<file path="src/rtl/v65c02_bus_pkg.sv">
// System memory map and shared bus types for the 65C02 address decoder.
package v65c02_bus_pkg;
  localparam int ADDR_W     = 16;
  localparam int DATA_W     = 8;
  localparam int MAP_SLAVES = 4;

  localparam logic [DATA_W-1:0] UNMAPPED_DATA = 8'h00;

  // Slave 0 in the LSBs: RAM $0000-$7FFF, IO $8xxx, VIA $90xx, ROM $C000-$FFFF
  localparam logic [MAP_SLAVES*ADDR_W-1:0] MAP_BASE = 64'hC000_9000_8000_0000;
  localparam logic [MAP_SLAVES*ADDR_W-1:0] MAP_MASK = 64'hC000_FF00_F000_8000;
  localparam logic [4*MAP_SLAVES-1:0]      MAP_WAIT = 16'h0200;
  localparam logic [MAP_SLAVES-1:0]        MAP_WP   = 4'b1000;

  typedef enum logic {ST_IDLE, ST_WAIT} bus_state_e;
endpackage

</file>
<file path="src/rtl/bus_region_match.sv">
// Hit detect for one base/mask region; mask bits set to 1 are compared.
module bus_region_match #(
  parameter int ADDR_W = 16
) (
  input  logic [ADDR_W-1:0] addr_i,
  input  logic [ADDR_W-1:0] base_i,
  input  logic [ADDR_W-1:0] mask_i,
  output logic              hit_o
);
  assign hit_o = ((addr_i ^ base_i) & mask_i) == '0;
endmodule

</file>
<file path="src/rtl/mem_bus_decoder.sv">
// Address decoder with per-region wait states, write protect, read mux and sticky error.
module mem_bus_decoder #(
  parameter int                          NUM_SLAVES    = v65c02_bus_pkg::MAP_SLAVES,
  parameter int                          ADDR_W        = v65c02_bus_pkg::ADDR_W,
  parameter int                          DATA_W        = v65c02_bus_pkg::DATA_W,
  parameter logic [NUM_SLAVES*ADDR_W-1:0] SLAVE_BASE   = v65c02_bus_pkg::MAP_BASE,
  parameter logic [NUM_SLAVES*ADDR_W-1:0] SLAVE_MASK   = v65c02_bus_pkg::MAP_MASK,
  parameter logic [4*NUM_SLAVES-1:0]     SLAVE_WAIT    = v65c02_bus_pkg::MAP_WAIT,
  parameter logic [NUM_SLAVES-1:0]       SLAVE_WP      = v65c02_bus_pkg::MAP_WP,
  parameter logic [DATA_W-1:0]           UNMAPPED_DATA = v65c02_bus_pkg::UNMAPPED_DATA
) (
  input  logic                         clk_i,
  input  logic                         rst_i,
  input  logic [ADDR_W-1:0]            cpu_addr_i,
  input  logic                         cpu_we_i,
  output logic                         cpu_rdy_o,
  output logic [DATA_W-1:0]            cpu_din_o,
  output logic [NUM_SLAVES-1:0]        slave_en_o,
  output logic                         slave_we_o,
  input  logic [NUM_SLAVES*DATA_W-1:0] slave_dout_i,
  input  logic                         err_clr_i,
  output logic                         bus_err_o
);
  import v65c02_bus_pkg::*;

  localparam int IDX_W = $clog2(NUM_SLAVES + 1);
  localparam logic [IDX_W-1:0] IDX_NONE = IDX_W'(NUM_SLAVES);

  bus_state_e        state_q;
  logic [3:0]        cnt_q;
  logic [IDX_W-1:0]  sel_q;
  logic              err_q, err_d, err_set;
  logic [NUM_SLAVES-1:0] hit;
  logic [IDX_W-1:0]  win;
  logic              mapped, win_wp;
  logic [3:0]        win_k;

  for (genvar g = 0; g < NUM_SLAVES; g++) begin : g_match
    bus_region_match #(.ADDR_W(ADDR_W)) u_match (
      .addr_i (cpu_addr_i),
      .base_i (SLAVE_BASE[g*ADDR_W +: ADDR_W]),
      .mask_i (SLAVE_MASK[g*ADDR_W +: ADDR_W]),
      .hit_o  (hit[g])
    );
  end

  // Scan high to low so the lowest hitting index is the last one written.
  always_comb begin
    win = IDX_NONE;
    for (int i = NUM_SLAVES - 1; i >= 0; i--)
      if (hit[i]) win = IDX_W'(i);
    mapped = (win != IDX_NONE);
    win_k  = 4'd0;
    win_wp = 1'b0;
    for (int i = 0; i < NUM_SLAVES; i++)
      if (win == IDX_W'(i)) begin
        win_k  = SLAVE_WAIT[4*i +: 4];
        win_wp = SLAVE_WP[i];
      end
  end

  always_comb begin
    cpu_rdy_o = 1'b1;
    if (!rst_i) begin
      if (state_q == ST_WAIT) cpu_rdy_o = (cnt_q == 4'd0);
      else                    cpu_rdy_o = !mapped || (win_k == 4'd0);
    end
    slave_en_o = '0;
    for (int i = 0; i < NUM_SLAVES; i++)
      slave_en_o[i] = !rst_i && (win == IDX_W'(i));
    slave_we_o = !rst_i && cpu_we_i && cpu_rdy_o && mapped && !win_wp;
    err_set    = !rst_i && cpu_rdy_o && (!mapped || (cpu_we_i && win_wp));
    err_d      = err_set ? 1'b1 : (err_clr_i ? 1'b0 : err_q);
  end

  always_ff @(posedge clk_i) begin
    if (rst_i) begin
      state_q <= ST_IDLE;
      cnt_q   <= 4'd0;
      sel_q   <= IDX_NONE;
      err_q   <= 1'b0;
    end else begin
      case (state_q)
        ST_IDLE:
          if (mapped && win_k != 4'd0) begin
            state_q <= ST_WAIT;
            cnt_q   <= win_k - 4'd1;
          end
        ST_WAIT:
          if (cnt_q == 4'd0) state_q <= ST_IDLE;
          else               cnt_q   <= cnt_q - 4'd1;
        default: state_q <= ST_IDLE;
      endcase
      if (cpu_rdy_o) sel_q <= win;
      err_q <= err_d;
    end
  end

  always_comb begin
    cpu_din_o = UNMAPPED_DATA;
    for (int i = 0; i < NUM_SLAVES; i++)
      if (sel_q == IDX_W'(i)) cpu_din_o = slave_dout_i[i*DATA_W +: DATA_W];
  end

  assign bus_err_o = err_q;
endmodule

</file>
<file path="config.mk">
export PLATFORM = sky130hd
export DESIGN_NAME = mem_bus_decoder
export DESIGN_NICKNAME = d
export VERILOG_FILES = /design/src/rtl/v65c02_bus_pkg.sv /design/src/rtl/bus_region_match.sv /design/src/rtl/mem_bus_decoder.sv
export SDC_FILE = /design/constraint.sdc
export NUM_CORES = 1
export LEC_CHECK = 0
export BUFFER_PORTS_ARGS = -buffer_cell sky130_fd_sc_hd__buf_2
export CORE_AREA = 4 4 56 71
export CTS_CLUSTER_DIAMETER = 80
export DETAILED_ROUTE_END_ITERATION = 16
export DIE_AREA = 0 0 60 75
export GPL_TIMING_DRIVEN = 0
export PLACE_DENSITY = 0.52
export SLEW_MARGIN = 30
export SYNTH_ARGS = -nofsm -noshare
export SYNTH_HDL_FRONTEND = slang
export SYNTH_SLANG_ARGS = --single-unit
</file>
<file path="constraint.sdc">
create_clock -name clk_i -period 1.7 [get_ports clk_i]
set_input_delay 0 -clock clk_i [delete_from_list [all_inputs] [get_ports clk_i]]
set_output_delay 0 -clock clk_i [all_outputs]
set_load 0.03 [all_outputs]
</file>
==> Word level (Yosys, flattened, before mapping) <==
Index checks and enable logic that the tools add are counted.
{ "word_totals": {"ff_bits": 9, "input_bits": 52, "output_inout_bits": 15} }
{ "classes": {"addsub": 2, "n_eq_ne": 9, "mux": 21, "bitwise_logic": 4, "reduce_logical": 28} }
{ "op_table": {"columns": ["cell", "count"], "rows": [
  ["zero test 16 bit", 4],
  ["2-to-1 mux 8 bit", 4],
  ["equality test 3 x 2 -> 1 bit (second input constant)", 4],
  ["logical AND 1 bit", 12],
  ["2-to-1 mux 3 bit", 4],
  ["2-to-1 mux 4 bit", 3],
  ["zero test 4 bit", 2],
  ["case mux 4 bit (2 select lines)", 1],
  ["subtractor 4 x 1 -> 4 bit (second input constant)", 2],
  ["2-to-1 mux 1 bit", 7],
  ["equality test 3 x 1 -> 1 bit (second input constant)", 2],
  ["zero test 3 bit", 2],
  ["!= test 2 bit (second input constant)", 2],
  ["inverter 2 bit", 2],
  ["nonzero test 4 bit", 1],
  ["zero test 1 bit", 3],
  ["!= test 3 bit (second input constant)", 1],
  ["logical OR 1 bit", 2],
  ["2-to-1 mux 2 bit", 1],
  ["inverter 1 bit", 2],
  ["case mux 1 bit (2 select lines)", 1],
  ["AND reduction 2 bit", 1],
  ["nonzero test 2 bit", 1]
]} }

==> Longest topological paths before layout <==
Gate-level depths: netlist of the first run.
{ "logic_depth": {"depth_word": 16, "ltp_mapped": 6} }

==> Hierarchy <==
A second synthesis of the first run with hierarchy kept.
{ "hier_totals": {"hier_cells": 186, "hier_area_um2": 1647.8} }
{ "by_module_without_submodules": {"columns": ["module", "n_inst", "cells_per_inst", "area_per_inst_um2", "seq_area_each_um2"], "rows": [
  ["bus_region_match", 4, 27, 216.5, 0.0],
  ["mem_bus_decoder", 1, 78, 782.0, 180.2]
]} }

==> Least setup slack after synthesis of the first run <==
No wires, ideal clock.
{ "synth_timing": {"path_kind": "register -> output", "startpoint": "reg cnt_q[1]", "endpoint": "out slave_we_o", "arrival_ns": 1.851, "t_required_ns": 1.700, "setup_slack_ns": -0.151, "path_stages_with_launch": 5, "n_path_buf": 0, "path_cell_list": "dfxtp_1 or3_1 nor3_1 nor2_2 nor3_1"} }
{ "synth_via": {"elab_chain_cells": 6} }
{ "synth_lines": {"columns": ["item", "line_no", "source"], "rows": [
  ["from (decl)", "mem_bus_decoder.sv:30", "logic [3:0] cnt_q;"],
  ["from (signal assigned)", "mem_bus_decoder.sv:87", "cnt_q <= win_k - 4'd1;"],
  ["from (signal assigned)", "mem_bus_decoder.sv:91", "else cnt_q <= cnt_q - 4'd1;"],
  ["zero test 4 bit", "mem_bus_decoder.sv:65", "if (state_q == ST_WAIT) cpu_rdy_o = (cnt_q == 4'd0);"],
  ["2-to-1 mux 1 bit", "mem_bus_decoder.sv:65", null],
  ["2-to-1 mux 1 bit", "mem_bus_decoder.sv:64", "if (!rst_i) begin"],
  ["logical AND 1 bit (3 in series)", "mem_bus_decoder.sv:71", "slave_we_o = !rst_i && cpu_we_i && cpu_rdy_o && mapped && !win_wp;"],
  ["to (decl)", "mem_bus_decoder.sv:19", "output logic slave_we_o,"]
]} }
Every way passes these cells.

==> Worst setup path in the final report of the first run <==
Ends and elaborated chain as after synthesis.

==> metrics.txt, run 1 <==
status finished, final reports clean; maximum vdd drop 0.274 mV; largest net degree at the start of global routing 11; drt via density 5.14; gp weighted congestion 0.733; Arrival @ worst endpoint approximately 1.6 ns; multi-input logic area 613 um2; xor and xnor area share after synthesis 0; FMAX 616 MHz; Antenna Nets Post-Route 0; Mean Syn Cell Area just under 10 um2; hold_buf cts 0; Rows 24; Via Count 946; clk buf depth 2; FF+latch area 180 um2; Synth Net Count 135; Pleak 0.530 nW; Starting Density 0.237; final WL 2520 um; fillers 366; wire per inst ~14 um; H-tree depth 1; simple-gate portion of the synthesized area 0.343; buffers added on ports 58; main combinational cell family by area after synthesis simple AND/OR/NAND/NOR gates; Slew Viols, Final 0; GRT Overall Usage 0.110; worst-margin pin slew 0.483 ns; Seq cells post-synth 9; Worst Hold Margin 0.0325 ns; Die Ht about 75 um; min cycle time layout 1.62 ns; Compound-Gate Fraction of Synth Area 0.146; drt initial violations 38; Die ar. 4500 um2; area of the mapped netlist a little under 800 um2; CTS root buf clkbuf_8; total clock sinks 9; pwr/cell area 566 nW/um2; CP max FO 5; Synthesis Warnings 0; Rel. slew slack 0.676; Area Overhead vs Synth 53.0%; Post-Synth Adder-Cell Area 0.0157; grt ovf 0; Setup violations, final 0; min-delay worst type input pin to register; max_cap viols 0; Worst-path clk slew about 0.050 ns; Crit Path Class register to primary output; utilization after layout 0.362; mux share of post-synthesis cell area 0.239; CTS Buf Count 3; crit start category register; unrepaired setup endpoints after global routing true; Final #Nets 199; Cell variety after synth 32; clk_lat worst skew 0.24 ns; initial antenna violation count 0; final-report hold violation count 0; Crit path required time 1.70 ns; Syn Inst Count approximately 80; Seq/Total Area, Yosys 0.226; ANT cells 0; critical path capture point type primary output; Core ar. approximately 3400 um2; Final Skew between 0.003 and 0.004 ns; Tcrit/Tclk final 0.955; die extent in x 60 um; CTS tree done; Ports 67; vias in the first global route between 900 and 1000; fraction of layout cells with a size suffix above 1 0.586; drt pass-1 iters 5; first-pass GRT wire length between 3000 and 4000 um; Remaining DRCs 0; HPWL after DPL 2080 um
==> synthesized netlist by cell type <==
master / number / area, um2
dfxtp_1: 9 / 180
nor2b_1: 9 / 56.3
mux4_2: 8 / 180
nor3_1: 8 / 40.0
a21oi_1: 5 / 25.0
nand2_1: 5 / 18.8
nor2_1: 4 / 15.0
a211oi_1: 3 / 22.5
nand3b_1: 3 / 22.5
a311oi_1: 2 / 17.5
clkbuf_1: 2 / 7.51
inv_1: 2 / 7.51
nor2_2: 2 / 12.5
or3_4: 2 / 22.5
a2111oi_2: 1 / 15.0
and3_1: 1 / 6.26
buf_2: 1 / 5.00
ha_1: 1 / 12.5
inv_2: 1 / 3.75
mux2i_1: 1 / 10.0
nand2b_1: 1 / 6.26
nand4b_1: 1 / 8.76
nand4bb_4: 1 / 27.5
nor4bb_1: 1 / 10.0
o21a_1: 1 / 7.51
o21ai_1: 1 / 5.00
o21ai_2: 1 / 8.76
o21bai_1: 1 / 7.51
o31ai_1: 1 / 7.51
or3_1: 1 / 6.26
or4_2: 1 / 8.76
or4_4: 1 / 11.3
==> final timing paths <==
path | start | end | slack (ns) | cells after the start
worst max-delay path | cnt_q[1]$_SDFFE_PP0P_ | slave_we_o | 0.08 | 5
worst min-delay path | rst_i | cnt_q[2]$_SDFFE_PP0P_ | 0.03 | 2
worst max register to register | cnt_q[1]$_SDFFE_PP0P_ | sel_q[1]$_SDFFE_PP0N_ | 0.15 | 6
worst min register to register | cnt_q[3]$_SDFFE_PP0P_ | cnt_q[3]$_SDFFE_PP0P_ | 0.50 | 2
==> timing repair <==
action                     CTS  global route
resized for setup            5             0
pin swaps                    1             1
buffers inserted             2             0
setup endpoints to repair    5            10
==> per-layer routing <==
layer  GRT usage  wire length (um)
met4      0.0837                72
met1      0.0953               812
met2       0.213              1330
met3      0.0223               303
met5           0                 0
==> sequential cells by signal, indices dropped and copies added (netlist names) <==
| signal | count |
|---|---|
| bus_err_o | 1 |
| state_q | 1 |
| sel_q | 3 |
| cnt_q | 4 |
==> final cells by class <==
type | instances | area share
clock buffers | 4 | 0.0370
plain buffers | 2 | 0.00925
multi-input cells | 67 | 0.504
inverters | 3 | 0.00925
well taps | 39 | 0.0401
repair buffers | 60 | 0.253
flip-flops and latches | 9 | 0.148
==> placed cells by master (no fill, tap or decap), types with 2 or more instances in the layout <==
cell / synthesis / routed
nand3b_1: 3 / 3
a211oi_1: 3 / 3
nor2b_1: 9 / 9
mux4_2: 8 / 8
nor2_1: 4 / 4
nor3_1: 8 / 6
buf_4: 0 / 4
clkbuf_1: 2 / 2
nand2_1: 5 / 5
or3_4: 2 / 3
nor2_2: 2 / 2
a311oi_1: 2 / 2
buf_2: 1 / 57
a21oi_1: 5 / 5
dfxtp_1: 9 / 9
inv_1: 2 / 2
clkbuf_8: 0 / 3
==> cells by family after synthesis <==
family	count (synthesis)
adder cells (fa/ha/maj)	1
flip-flops	9
AO/OA/AOI/OAI	16
multiplexers	9
buffers and inverters	6
AND/OR/NAND/NOR	41
==> metrics by stage <==
stage	TNS, ns	worst slack [ns]	power [mW]	cell area, um2	cells
6_report	0	0.0772	0.689	1220	184
5_1_grt	-0.000908	-0.000908	0.723	1220	184
4_1_cts	0	0.0146	0.699	1220	185
3_5_place_dp	-0.0121	-0.00746	0.439	1140	179
3_3_place_gp	-0.0156	-0.0156	0.433	1140	179
2_1_floorplan	0	0.0920	0.350	801	82
==> report_power, final <==
part	internal (mW)	leakage (nW)	total (mW)	switching, mW
clock network	0.164	0.0228	0.254	0.0903
logic	0.104	0.434	0.206	0.102
registers	0.218	0.0734	0.228	0.00983
total	0.486	0.530	0.689	0.202
==> worst max-delay path: stages (launching register included) <==
cell and delay [ns]:
dfxtp_1 0.32, or3_4 0.41, nor3_4 0.17, nor2_2 0.11
nor3_2 0.19, buf_4 0.18
(Power assumes the default switching activity.)
==> run 2: changes to the inputs <==
--- a/config.mk
+++ b/config.mk
@@ -6,12 +6,12 @@
 export NUM_CORES = 1
 export LEC_CHECK = 0
 export BUFFER_PORTS_ARGS = -buffer_cell sky130_fd_sc_hd__buf_2
-export CORE_AREA = 4 4 56 71
+export CORE_AREA = 4 4 46 59
 export CTS_CLUSTER_DIAMETER = 80
 export DETAILED_ROUTE_END_ITERATION = 16
-export DIE_AREA = 0 0 60 75
+export DIE_AREA = 0 0 50 63
 export GPL_TIMING_DRIVEN = 0
-export PLACE_DENSITY = 0.52
+export PLACE_DENSITY = 0.75
 export SLEW_MARGIN = 30
 export SYNTH_ARGS = -nofsm -noshare
 export SYNTH_HDL_FRONTEND = slang
==> run 2 against run 1 <==
Fmax increased by 0.92%. Sequential share of layout area is 0.26 points higher. Register-to-register slack gained 0.02 ns. Worst setup slack improved by 0.015 ns. Core utilization rose by 19 points. Routed wire length shrank 3.1%. Clock skew barely moved. Via count down 0.21%. Die area is 30% lower. Combinational power about the same. Sequential cell count is the same. Final cell count is 3.8% lower.
==> metrics.txt, run 2 (synthesis results as in run 1) <==
status finished, final reports clean; die extent in x 50 um (-17%); H-tree depth 1 (unchanged); Starting Density 0.368 (+0.131); Remaining DRCs 0 (unchanged); Largest Register cnt_q; grt ovf 0 (unchanged); commonest non-fill, non-tap cell in the layout buf_2; FMAX 622 MHz (+0.92%); min cycle time layout 1.61 ns (-0.0148 ns); crit start category register; CTS Buf Count 3 (unchanged); min-delay worst type input pin to register; total clock sinks 9 (unchanged); Die ar. 3150 um2 (-30%); Worst-path clk slew 0.06 ns (about the same); Critical Path Source cnt_q[2]$_SDFFE_PP0P_; Largest register FFs 4 (unchanged); first-pass GRT wire length 4170 um (+12%); HPWL after DPL 1940 um (-6.5%); Via Count 944 (-0.21%); Final Skew 0.00316 ns (-0.000384 ns); Core ar. 2160 um2 (-36%); vias in the first global route 977 (+2.8%); Crit path required time 1.70 ns (about the same); hold_sp cpu_addr_i[15]; Crit Path Class register to primary output; maximum vdd drop 0.311 mV (+14%); dpl ws -0.0171 ns (-0.00964 ns); clk buf depth 2 (unchanged); wire per inst 13.8 um (+0.70%); Arrival @ worst endpoint 1.61 ns (about the same); initial antenna violation count 0 (unchanged); CP max FO 4 (-1); multi-input logic area 618 um2 (+0.82%); r2r startpoint cnt_q[2]$_SDFFE_PP0P_; utilization after layout 0.557 (+0.195); CP most frequent cell or3_4; unrepaired setup endpoints after global routing false; buffers added on ports 58 (unchanged); GRT Overall Usage 0.165 (+0.0553); fillers 203 (-45%); Rows 19 (-21%); Tcrit/Tclk final 0.946 (-0.00872); Worst path max stage delay 0.41 ns (about the same); CTS tree done; Setup violations, final 0 (unchanged); final total power 0.601 mW (-13%); final WL 2440 um (-3.1%); Regs by FF count cnt_q (4), sel_q (3); most frequent cells in the layout buf_2, nor2b_1, mux4_2, dfxtp_1, nor3_1; fraction of layout cells with a size suffix above 1 0.596 (+0.00968); crit path cell chain or3_4, nor3_4, or3_4, buf_2; critical path capture point type primary output; drt via density 5.33 (+3.7%); ANT cells 0 (unchanged); worst-margin pin slew 0.483 ns (-0.00000107 ns); Antenna Nets Post-Route 0 (unchanged); Ports 67 (unchanged); clk_lat worst skew 0.26 ns (+0.02 ns); largest net degree at the start of global routing 11 (unchanged); CTS root buf clkbuf_4; final-report hold violation count 0 (unchanged); max_cap viols 0 (unchanged); Slew Viols, Final 0 (unchanged); Setup TNS 0 ns (unchanged); Final #Nets 200 (+0.50%); Setup WS post-layout 0.0920 ns (+0.0148 ns); Pleak 0.522 nW (-1.4%); Slowest cell on crit path or3_4; gp weighted congestion 0.736 (+0.46%); pwr/cell area 499 nW/um2 (-12%); drt initial violations 14 (-63%); Rel. slew slack 0.676 (unchanged); Area Overhead vs Synth 51.4%; FF+latch area 181 um2 (+0.69%); drt pass-1 iters 4 (-1); Die Ht 63 um (-16%)
-- run 2: where the power goes --
part	leakage [nW]	switching (mW)	internal, mW
logic	0.433	0.102	0.106
registers	0.0740	0.00918	0.218
clock network	0.0150	0.0765	0.0906
-- run 2: worst paths after layout --
kind / endpoint / slack [ns] / cells after the start
worst min register to register: cnt_q[3]$_SDFFE_PP0P_ / 0.51 / 2
worst max register to register: sel_q[2]$_SDFFE_PP1N_ / 0.17 / 4
worst min-delay path: sel_q[0]$_SDFFE_PP0N_ / 0.08 / 3
worst max-delay path: cpu_rdy_o / 0.09 / 4
-- run 2: worst max-delay path, delay by kind of cell, from the launching register on --
| family | cells | cell delay (ns) |
|---|---|---|
| AND/OR/NAND/NOR | 3 | 0.83 |
| flip-flops | 1 | 0.33 |
| buffers and inverters | 1 | 0.19 |
-- run 2: per-stage QoR --
stage / hold slack, ns / std cells / instance area [um2]
global placement: 0.271 / 171 / 1130
detailed placement: 0.272 / 171 / 1130
CTS: 0.0826 / 178 / 1210
finish: 0.0833 / 177 / 1200
global route: 0.103 / 177 / 1200
floorplan: 0.0689 / 82 / 801
-- run 2: timing repair --
| item | 4_1_cts | 5_1_grt |
|---|---|---|
| gates resized for setup | 6 | 2 |
| hold endpoints to repair | 1 | 0 |
| endpoints found under the setup margin | 5 | 10 |
| pin swaps | 2 | 3 |
| hold buffers | 1 | 0 |
| buffers inserted | 2 | 0 |
-- run 2: cell type report --
type,count,share of cell area
Clock buffer,4,0.0218
Tap cell,31,0.0322
Multi-Input combinational cell,67,0.513
Inverter,3,0.00935
Buffer,2,0.00935
Sequential cell,9,0.151
Timing Repair Buffer,61,0.264
-- run 2: layer usage --
layer,up-vias,share of wire,GRT usage
li1,450,-,-
met1,438,0.33,0.148
met4,0,0.014,0.0830
met2,54,0.53,0.317
met3,2,0.12,0.0501
met5,-,0,0
